$ cat config.mk
export PLATFORM = sky130hd
export DESIGN_NAME = mem_arbiter
export DESIGN_NICKNAME = d
export VERILOG_FILES = /design/src/rtl/mem_arb_pkg.sv /design/src/rtl/rr_arb2.sv /design/src/rtl/mem_arbiter.sv
export SDC_FILE = /design/constraint.sdc
export NUM_CORES = 1
export LEC_CHECK = 0
export ABC_AREA = 1
export BUFFER_PORTS_ARGS = -buffer_cell sky130_fd_sc_hd__clkbuf_2
export CAP_MARGIN = 20
export CORE_UTILIZATION = 53
export DETAILED_ROUTE_END_ITERATION = 10
export MAX_ROUTING_LAYER = met4
export PLACE_DENSITY = 0.85
export SLEW_MARGIN = 40
export SYNTH_ARGS = -nofsm -noshare
export SYNTH_HDL_FRONTEND = slang
export SYNTH_HIERARCHICAL = 1
export SYNTH_SLANG_ARGS = --single-unit
$ cat constraint.sdc
create_clock -name clk_i -period 6.43 [get_ports clk_i]
set_input_delay 1.286 -clock clk_i [delete_from_list [all_inputs] [get_ports clk_i]]
set_output_delay 1.286 -clock clk_i [all_outputs]
set_load 0.02 [all_outputs]
$ cat src/rtl/mem_arb_pkg.sv
// Shared types and constants for the two-port memory arbiter.
package mem_arb_pkg;

  typedef enum logic [1:0] {
    IDLE = 2'd0,
    ADDR = 2'd1,
    DATA = 2'd2,
    RESP = 2'd3
  } arb_state_t;

  localparam logic [31:0] OOR_DATA = 32'hdead_beef;

  localparam logic PORT_IF  = 1'b0;
  localparam logic PORT_LSU = 1'b1;

  typedef struct packed {
    logic        we;
    logic [3:0]  be;
    logic [31:0] addr;
    logic [31:0] wdata;
  } mem_req_t;

  function automatic logic addr_oor(input logic [31:0] addr, input logic [31:0] limit);
    return addr > limit;
  endfunction

endpackage

$ cat src/rtl/rr_arb2.sv
// Combinational two-way picker: round-robin against the last grant, or port 1 priority.
module rr_arb2
  import mem_arb_pkg::*;
(
  input  logic [1:0] req_i,
  input  logic       last_grant_i,
  input  logic       fixed_prio_i,
  output logic       gnt_id_o,
  output logic       gnt_valid_o
);

  always_comb begin
    gnt_valid_o = |req_i;
    gnt_id_o    = PORT_IF;
    if (req_i == 2'b11) begin
      // On a tie the port not served last wins unless port 1 has fixed priority.
      gnt_id_o = fixed_prio_i ? PORT_LSU : ~last_grant_i;
    end else if (req_i[1]) begin
      gnt_id_o = PORT_LSU;
    end
  end

endmodule

$ cat src/rtl/mem_arbiter.sv
// Shares one external memory between instruction fetch (port 0) and the LSU (port 1);
// every output is registered from the next-state decode.
module mem_arbiter
  import mem_arb_pkg::*;
#(
  parameter int unsigned FIXED_PRIO = 0,
  parameter logic [31:0] ADDR_LIMIT = 32'd16383
) (
  input  logic        clk_i,
  input  logic        rst_i,
  input  logic        p0_req_i,
  input  logic        p0_we_i,
  input  logic [3:0]  p0_be_i,
  input  logic [31:0] p0_addr_i,
  input  logic [31:0] p0_wdata_i,
  input  logic        p1_req_i,
  input  logic        p1_we_i,
  input  logic [3:0]  p1_be_i,
  input  logic [31:0] p1_addr_i,
  input  logic [31:0] p1_wdata_i,
  output logic        p0_ready_o,
  output logic [31:0] p0_rdata_o,
  output logic        p0_err_o,
  output logic        p1_ready_o,
  output logic [31:0] p1_rdata_o,
  output logic        p1_err_o,
  output logic        mem_req_o,
  output logic        mem_we_o,
  output logic [3:0]  mem_be_o,
  output logic [31:0] mem_addr_o,
  output logic [31:0] mem_wdata_o,
  input  logic [31:0] mem_rdata_i,
  input  logic        mem_ready_i
);

  arb_state_t  state_q, state_d;
  mem_req_t    lat_q, lat_d;
  logic        port_q, port_d;
  logic        last_q, last_d;

  logic        mem_req_q, mem_req_d;
  logic        mem_we_q, mem_we_d;
  logic [3:0]  mem_be_q, mem_be_d;
  logic [31:0] mem_addr_q, mem_addr_d;
  logic [31:0] mem_wdata_q, mem_wdata_d;

  logic        p0_ready_q, p0_ready_d;
  logic [31:0] p0_rdata_q, p0_rdata_d;
  logic        p0_err_q, p0_err_d;
  logic        p1_ready_q, p1_ready_d;
  logic [31:0] p1_rdata_q, p1_rdata_d;
  logic        p1_err_q, p1_err_d;

  logic        rsp_load;
  logic [31:0] rsp_data;
  logic        rsp_err;
  logic        gnt_id;
  logic        gnt_valid;

  rr_arb2 u_rr_arb2 (
    .req_i        ({p1_req_i, p0_req_i}),
    .last_grant_i (last_q),
    .fixed_prio_i (FIXED_PRIO != 0),
    .gnt_id_o     (gnt_id),
    .gnt_valid_o  (gnt_valid)
  );

  always_comb begin
    state_d  = state_q;
    lat_d    = lat_q;
    port_d   = port_q;
    last_d   = last_q;
    rsp_load = 1'b0;
    rsp_data = '0;
    rsp_err  = 1'b0;

    unique case (state_q)
      IDLE: begin
        if (gnt_valid) begin
          port_d = gnt_id;
          if (gnt_id == PORT_LSU) begin
            lat_d.we    = p1_we_i;
            lat_d.be    = p1_be_i;
            lat_d.addr  = p1_addr_i;
            lat_d.wdata = p1_wdata_i;
          end else begin
            lat_d.we    = p0_we_i;
            lat_d.be    = p0_be_i;
            lat_d.addr  = p0_addr_i;
            lat_d.wdata = p0_wdata_i;
          end
          // Out-of-range requests complete straight away without a memory cycle.
          if (addr_oor(lat_d.addr, ADDR_LIMIT)) begin
            state_d  = RESP;
            rsp_load = 1'b1;
            rsp_data = OOR_DATA;
            rsp_err  = 1'b1;
          end else begin
            state_d = ADDR;
          end
        end
      end
      ADDR: begin
        if (mem_ready_i) begin
          if (lat_q.we) begin
            state_d  = RESP;
            rsp_load = 1'b1;
          end else begin
            state_d = DATA;
          end
        end
      end
      DATA: begin
        if (mem_ready_i) begin
          state_d  = RESP;
          rsp_load = 1'b1;
          rsp_data = mem_rdata_i;
        end
      end
      RESP: begin
        last_d  = port_q;
        state_d = IDLE;
      end
      default: state_d = IDLE;
    endcase

    // The memory request is held through DATA so the registered read stays valid.
    mem_req_d   = (state_d == ADDR) || (state_d == DATA);
    mem_we_d    = (state_d == ADDR) && lat_d.we;
    mem_be_d    = mem_req_d ? lat_d.be    : 4'b0000;
    mem_addr_d  = mem_req_d ? lat_d.addr  : 32'd0;
    mem_wdata_d = mem_req_d ? lat_d.wdata : 32'd0;

    p0_ready_d = rsp_load && (port_d == PORT_IF);
    p1_ready_d = rsp_load && (port_d == PORT_LSU);
    p0_rdata_d = p0_ready_d ? rsp_data : p0_rdata_q;
    p0_err_d   = p0_ready_d ? rsp_err  : p0_err_q;
    p1_rdata_d = p1_ready_d ? rsp_data : p1_rdata_q;
    p1_err_d   = p1_ready_d ? rsp_err  : p1_err_q;
  end

  always_ff @(posedge clk_i) begin
    if (!rst_i) begin
      state_q     <= IDLE;
      lat_q       <= '0;
      port_q      <= PORT_IF;
      last_q      <= PORT_LSU;
      mem_req_q   <= 1'b0;
      mem_we_q    <= 1'b0;
      mem_be_q    <= 4'b0000;
      mem_addr_q  <= 32'd0;
      mem_wdata_q <= 32'd0;
      p0_ready_q  <= 1'b0;
      p0_rdata_q  <= 32'd0;
      p0_err_q    <= 1'b0;
      p1_ready_q  <= 1'b0;
      p1_rdata_q  <= 32'd0;
      p1_err_q    <= 1'b0;
    end else begin
      state_q     <= state_d;
      lat_q       <= lat_d;
      port_q      <= port_d;
      last_q      <= last_d;
      mem_req_q   <= mem_req_d;
      mem_we_q    <= mem_we_d;
      mem_be_q    <= mem_be_d;
      mem_addr_q  <= mem_addr_d;
      mem_wdata_q <= mem_wdata_d;
      p0_ready_q  <= p0_ready_d;
      p0_rdata_q  <= p0_rdata_d;
      p0_err_q    <= p0_err_d;
      p1_ready_q  <= p1_ready_d;
      p1_rdata_q  <= p1_rdata_d;
      p1_err_q    <= p1_err_d;
    end
  end

  assign mem_req_o   = mem_req_q;
  assign mem_we_o    = mem_we_q;
  assign mem_be_o    = mem_be_q;
  assign mem_addr_o  = mem_addr_q;
  assign mem_wdata_o = mem_wdata_q;
  assign p0_ready_o  = p0_ready_q;
  assign p0_rdata_o  = p0_rdata_q;
  assign p0_err_o    = p0_err_q;
  assign p1_ready_o  = p1_ready_q;
  assign p1_rdata_o  = p1_rdata_q;
  assign p1_err_o    = p1_err_q;

endmodule

* Word level (Yosys, flattened, before mapping)
Index checks and enable logic that the tools add are counted.
** Cells by class
- $lt $le $gt $ge :: 1
- Eq/ne operators :: 6
- Muxes and demuxes :: 26
- Bitwise gates (word level) :: 2
- Reductions and logical operators :: 7
** Operators with widths (number)
- 69-bit two-way mux :: 5
- 32-bit two-way mux :: 3
- 32-bit case mux with 2 select lines :: 1
- 32-bit by 14-bit > comparator with 1-bit output (second input constant) :: 1
- 1-bit two-way mux :: 11
- 2-bit equality test (second input constant) :: 4
- 2-bit two-way mux :: 4
- 2-bit case mux with 4 select lines :: 1
- 2-bit by 1-bit equality test with 1-bit output (second input constant) :: 2
- 1-bit logical AND :: 3
- 1-bit case mux with 3 select lines :: 1
- 2-bit logical NOT :: 1
- 1-bit NOT :: 2
- 2-bit AND reduction :: 1
- 2-bit OR reduction :: 1
- 1-bit logical OR :: 1
** Storage, ports and cells
- Flip-flop bits (word level) :: 211
- Input bits :: 175
- Output and inout port bits :: 138
- Logic and storage cells :: 60

* Longest topological paths before layout
- Word-level depth :: 12
- Gate-level depth with buffers :: 19
- Depth with buffers taken out :: 17

* Cells and area by module
The synthesis kept the hierarchy.
** By module, submodules not included
- mem_arbiter :: instances 1, cells each 1180, area an instance 8473.1 um^2
- rr_arb2 :: instances 1, cells each 8, area an instance 32.5 um^2

* Worst setup path before layout
OpenSTA, ideal clock, no wires.
- Path type :: input-to-reg
- Start point :: input port p0_req_i
- End point :: register mem_addr_q[27] (netlist: mem_addr_o[27])
- Arrival :: 3.304 ns
- Slack :: 3.034 ns
- Stages :: 16
- Cells stage by stage :: nand2_1 -> inv_1 -> nand2_1 -> nand2_1 -> buf_4 -> or2_1 -> o21ai_1 -> nand2_1 -> nor2_1 -> nand3_1 -> nand2_2 -> and3_1 -> ha_1 -> clkbuf_1 -> clkbuf_1 -> nor4_1
** On the way
- Cells in the longest elaborated chain, start to end :: 12
- Elaborated cells between the ends (all ways) :: 16
** Ends and longest elaborated chain
- start, declared :: line mem_arbiter.sv:11 : input logic p0_req_i,
- 2-bit equality test (*) :: line rr_arb2.sv:15 : if (req_i == 2'b11) begin
- 1-bit two-way mux (*) :: line rr_arb2.sv:15
- named net gnt_id :: line mem_arbiter.sv:57 : logic gnt_id;
- 69-bit two-way mux (*) :: line mem_arbiter.sv:81 : if (gnt_id == PORT_LSU) begin
- 69-bit two-way mux (*) :: line mem_arbiter.sv:79 : if (gnt_valid) begin
- 69-bit two-way mux (*) :: line mem_arbiter.sv:77 : unique case (state_q)
- 32-bit by 14-bit > comparator with 1-bit output :: line mem_arb_pkg.sv:24 : return addr > limit;
- 2-bit two-way mux :: line mem_arbiter.sv:93 : if (addr_oor(lat_d.addr, ADDR_LIMIT)) begin
- 2-bit two-way mux :: line mem_arbiter.sv:79
- 2-bit case mux with 4 select lines :: line mem_arbiter.sv:77
- 2-bit by 1-bit equality test with 1-bit output or 2-bit equality test (tied branches) :: line mem_arbiter.sv:128 : mem_req_d = (state_d == ADDR) || (state_d == DATA);
- 1-bit logical OR :: line mem_arbiter.sv:128
- 2-bit AND reduction (no line)
- end signal, assigned :: line mem_arbiter.sv:167 : mem_addr_q <= mem_addr_d;
- end, declared :: line mem_arbiter.sv:44 : logic [31:0] mem_addr_q, mem_addr_d;
The timed path passes the listed nets; every way through them passes the cells marked *. The select of a mux whose other input is x is not followed.
A chain may end at the register's enable or synchronous reset.

* Worst setup path in the final report
- Start point :: input port p1_req_i
- End point :: register p1_rdata_q[1] (netlist: p1_rdata_o[1])
** On the way
- Cells in the longest elaborated chain, start to end :: 10
- Elaborated cells between the ends (all ways) :: 17
** Ends and longest elaborated chain
- start, declared :: line mem_arbiter.sv:16 : input logic p1_req_i,
- 2-bit equality test or 1-bit two-way mux (tied branches) :: line rr_arb2.sv:15, rr_arb2.sv:18
- 1-bit two-way mux (*) :: line rr_arb2.sv:15
- named net gnt_id :: line mem_arbiter.sv:57
- 69-bit two-way mux :: line mem_arbiter.sv:81
- 69-bit two-way mux :: line mem_arbiter.sv:79
- 69-bit two-way mux :: line mem_arbiter.sv:77
- 32-bit by 14-bit > comparator with 1-bit output :: line mem_arb_pkg.sv:24
- 1-bit two-way mux :: line mem_arbiter.sv:93
- 1-bit two-way mux :: line mem_arbiter.sv:79
- 1-bit case mux with 3 select lines :: line mem_arbiter.sv:77
- 1-bit logical AND :: line mem_arbiter.sv:135 : p1_ready_d = rsp_load && (port_d == PORT_LSU);
- end signal, assigned :: line mem_arbiter.sv:173 : p1_rdata_q <= p1_rdata_d;
- end, declared :: line mem_arbiter.sv:51 : logic [31:0] p1_rdata_q, p1_rdata_d;
Marked as above.

==> results_dict.tcl <==
set metrics [dict create \
    dp.cells 1633 \
    first_global_vias 7824 \
    track_usage 0.285 \
    grt_overflow 0 \
    slowest_stage "nand2_1" \
    worstPathArrival_ns 4.98 \
    synth.distinct_cells 27 \
    finalClockSkew_ns 0.0186 \
    path_buf_inv 5 \
    vias 8622 \
    maxCapViolCount 0 \
    reg2reg_to "p1_rdata_o[1]$_SDFFE_PN0P_" \
    seqPwrFrac 0.394 \
    endpoint_kind "flip-flop" \
    htreeDepth 1 \
    grt_pass1_wl_um 37000 \
    numCtsBuffers 22 \
    max_stage_delay_ns 0.62 \
    synth-seq-cells 211 \
    ctsHoldBuffers 0 \
    p_switching_mw 1.56 \
    gp_congestion 0.869 \
    slew_violations 0 \
    p_leak_nw 5.55 \
    pin_count 313 \
    period_needed_ns 4.54 \
    worstPathCellList "clkbuf_2 > nand2_1 > inv_1 > nand2_1 > nand2_2 > inv_2 > nand2_1 > nand2_1 > nor2_1 > nand2_1 > nor2_1 > nand3_1 > nand2_2 > buf_4 > nand2_2 > buf_4 > nand2_1 > nand2_1 > nand2_1 > nor2_1" \
    power.total_mw 4.29 \
    area_delta_synth_final_pct 26.3 \
    power_density_nw_per_um2 399 \
    rsz0062_at_grt "false" \
    tightestPinTransition_ns 0.832 \
    tns_ns 0 \
    critPathTopFamily "simple AND/OR/NAND/NOR gates" \
    p_clk_frac 0.285 \
    die_h_um 129 \
    min_path_cells 2 \
    switching_share 0.364 \
    syn_nets 1364 \
    ff2ff_path_depth 18 \
    initial_core_util 0.551 \
    io_buffers 312 \
    combPwrFrac 0.321 \
    cts_tree "built" \
    coreArea_um2 15400 \
    cts_setup_buffers 0 \
    diodes 0 \
    ff2ff_setup_slack_ns 2.45 \
    syn_inst 1188 \
    intPower_mw 2.73 \
    finalSetupViolCount 0 \
    critPathMostFrequentCell "nand2_1" \
    status "finished, final reports clean" \
    vdd_ir_drop_max_v 0.000238 \
    finalCritPeriodShare 0.706 \
    fillCellCount 1299 \
    dieWidth_um 129 \
    hpwl_um 16000 \
    fin_ws_ns 1.89 \
    min_to "lat_q[46]$_SDFF_PN0_" \
    hp-class "flip-flop to flip-flop" \
    wl_per_cell_um 14.0 \
    rows 45 \
    antenna_found_initial 0 \
    drc_errors 0 \
    r2r-start "last_q$_SDFFE_PN1N_" \
    ant_nets 0 \
    preCtsSetupSlack_ns 1.18 \
    fin_util 0.696 \
    worstPathRequired_ns 6.87 \
    hp-start "lat_q[46]$_SDFF_PN0_" \
    ys.warnings.count 6 \
    startpoint_type "input port" \
    viasPerCell 5.16 \
    drive_gt1_frac 0.263 \
    die_area_um2 16600 \
    yosysSeqAreaShare 0.497 \
    max_slew_margin 0.445 \
    fin_cells 1671 \
    ctsResizeCount 0 \
    syn_avg_cell_area_um2 7.16 \
    report.final.hold_viol_count 0 \
    clock_latency_ns 0.50 \
    fmax_ghz 0.220 \
    final_nets 1622 \
    drtPass1Iterations 5 \
    netlist_area_um2 8510 \
    grt_max_degree 77 \
    clkSlewWorstSetupHoldPaths_ns 0.06 \
    critPathKind "input port to flip-flop" \
    drtIter0Drc 721 \
    cts_buffer_depth 3 \
    worst-path-max-fanout 52 \
    root_buffer "clkbuf_16" \
    finalWirelength_um 23500 \
    cts_sinks 211 \
]
## final cells by class
class                   instances  area, µm²  share of cell area
flip-flops and latches        211       4220               0.393
clock inverters                 4       45.0             0.00419
multi-input cells             816       3650               0.339
well taps                     211        264              0.0246
inverters                      72        272              0.0253
repair buffers                323       1640               0.153
clock buffers                  34        647              0.0602
## routing by layer
layer / GRT usage / vias to the layer above / share of wire
met1: 0.343 / 3860 / 0.41
met5: - / - / 0
met2: 0.469 / 367 / 0.48
met3: 0.0495 / 71 / 0.073
met4: 0.124 / 0 / 0.041
li1: - / 4324 / -
## synthesized netlist by cell type, drive strengths merged
cell | n | area share
a31oi | 3 | 0.0022
nand4 | 48 | 0.035
ha | 1 | 0.0015
buf | 32 | 0.021
a21oi | 40 | 0.031
nor2 | 226 | 0.10
o21ai | 22 | 0.013
and2 | 1 | 0.00074
nand2 | 331 | 0.15
nand3 | 19 | 0.011
dfxtp | 211 | 0.50
or2 | 4 | 0.0029
and3 | 1 | 0.00074
inv | 72 | 0.032
conb | 1 | 0.00044
nor3 | 61 | 0.036
nor2b | 1 | 0.00074
clkbuf | 57 | 0.025
a211oi | 2 | 0.0018
nor4 | 55 | 0.040
## sequential cells by signal, summed over array words and instances, names as in the netlist
signal,flops
last_q,1
p1_ready_o,1
lat_q,69
state_q,2
p0_err_o,1
p0_rdata_o,32
mem_wdata_o,32
mem_addr_o,32
port_q,1
p0_ready_o,1
p1_rdata_o,32
p1_err_o,1
mem_we_o,1
mem_be_o,4
mem_req_o,1
## worst max path at each step
| stage | endpoint | slack, ns | cells past startpoint | from |
|---|---|---|---|---|
| global route | p1_rdata_o[10]$_SDFFE_PN0P_ | 1.47 | 20 | p1_req_i |
| CTS | mem_wdata_o[4]$_SDFF_PN0_ | 1.69 | 16 | p1_req_i |
| floorplan | mem_addr_o[27]$_SDFF_PN0_ | 3.03 | 16 | p0_req_i |
| finish | p1_rdata_o[1]$_SDFFE_PN0P_ | 1.89 | 20 | p1_req_i |
| detailed placement | mem_wdata_o[28]$_SDFF_PN0_ | 1.18 | 16 | p1_req_i |
| global placement | mem_addr_o[3]$_SDFF_PN0_ | 1.28 | 16 | p1_req_i |
## power groups by stage
stage	combinational (mW)	clock (mW)	sequential, mW
floorplan	0.723	0	1.93
CTS	1.37	1.24	1.69
detailed placement	1.36	0	1.71
finish	1.38	1.22	1.69
global route	1.51	1.29	1.71
global placement	1.33	0	1.71
## worst reg2reg max path, delay by kind of cell, from the launching register on
| family | cells | cell delay, ns |
|---|---|---|
| simple gates | 15 | 2.20 |
| buf+inv | 3 | 1.39 |
| flops | 1 | 0.33 |
## logic make-up after synthesis
logic type      after synthesis  share of synthesized area
simple gates                747                      0.375
fa+ha+maj                     1                    0.00147
buf+inv                     161                     0.0784
other cells                   1                   0.000441
flops                       211                      0.497
compound gates               67                     0.0484
## stage by stage
stage | hold WS [ns] | area, µm²
finish | 0.454 | 10700
global route | 0.490 | 10700
CTS | 0.456 | 10700
detailed placement | 0.448 | 10000
global placement | 0.439 | 10000
floorplan | 0.432 | 8510
## cells in the final DEF, fill, tap and decap left out, types with 19 or more instances in the layout
cell         n
nand4_1     48
nor2_1     225
clkbuf_16   23
dfxtp_1    211
nand3_1     19
inv_1       67
nor4_1      55
a21oi_1     22
clkbuf_2   312
nand2_1    326
nor3_1      61
No activity file was read; power rests on OpenSTA's default activity.
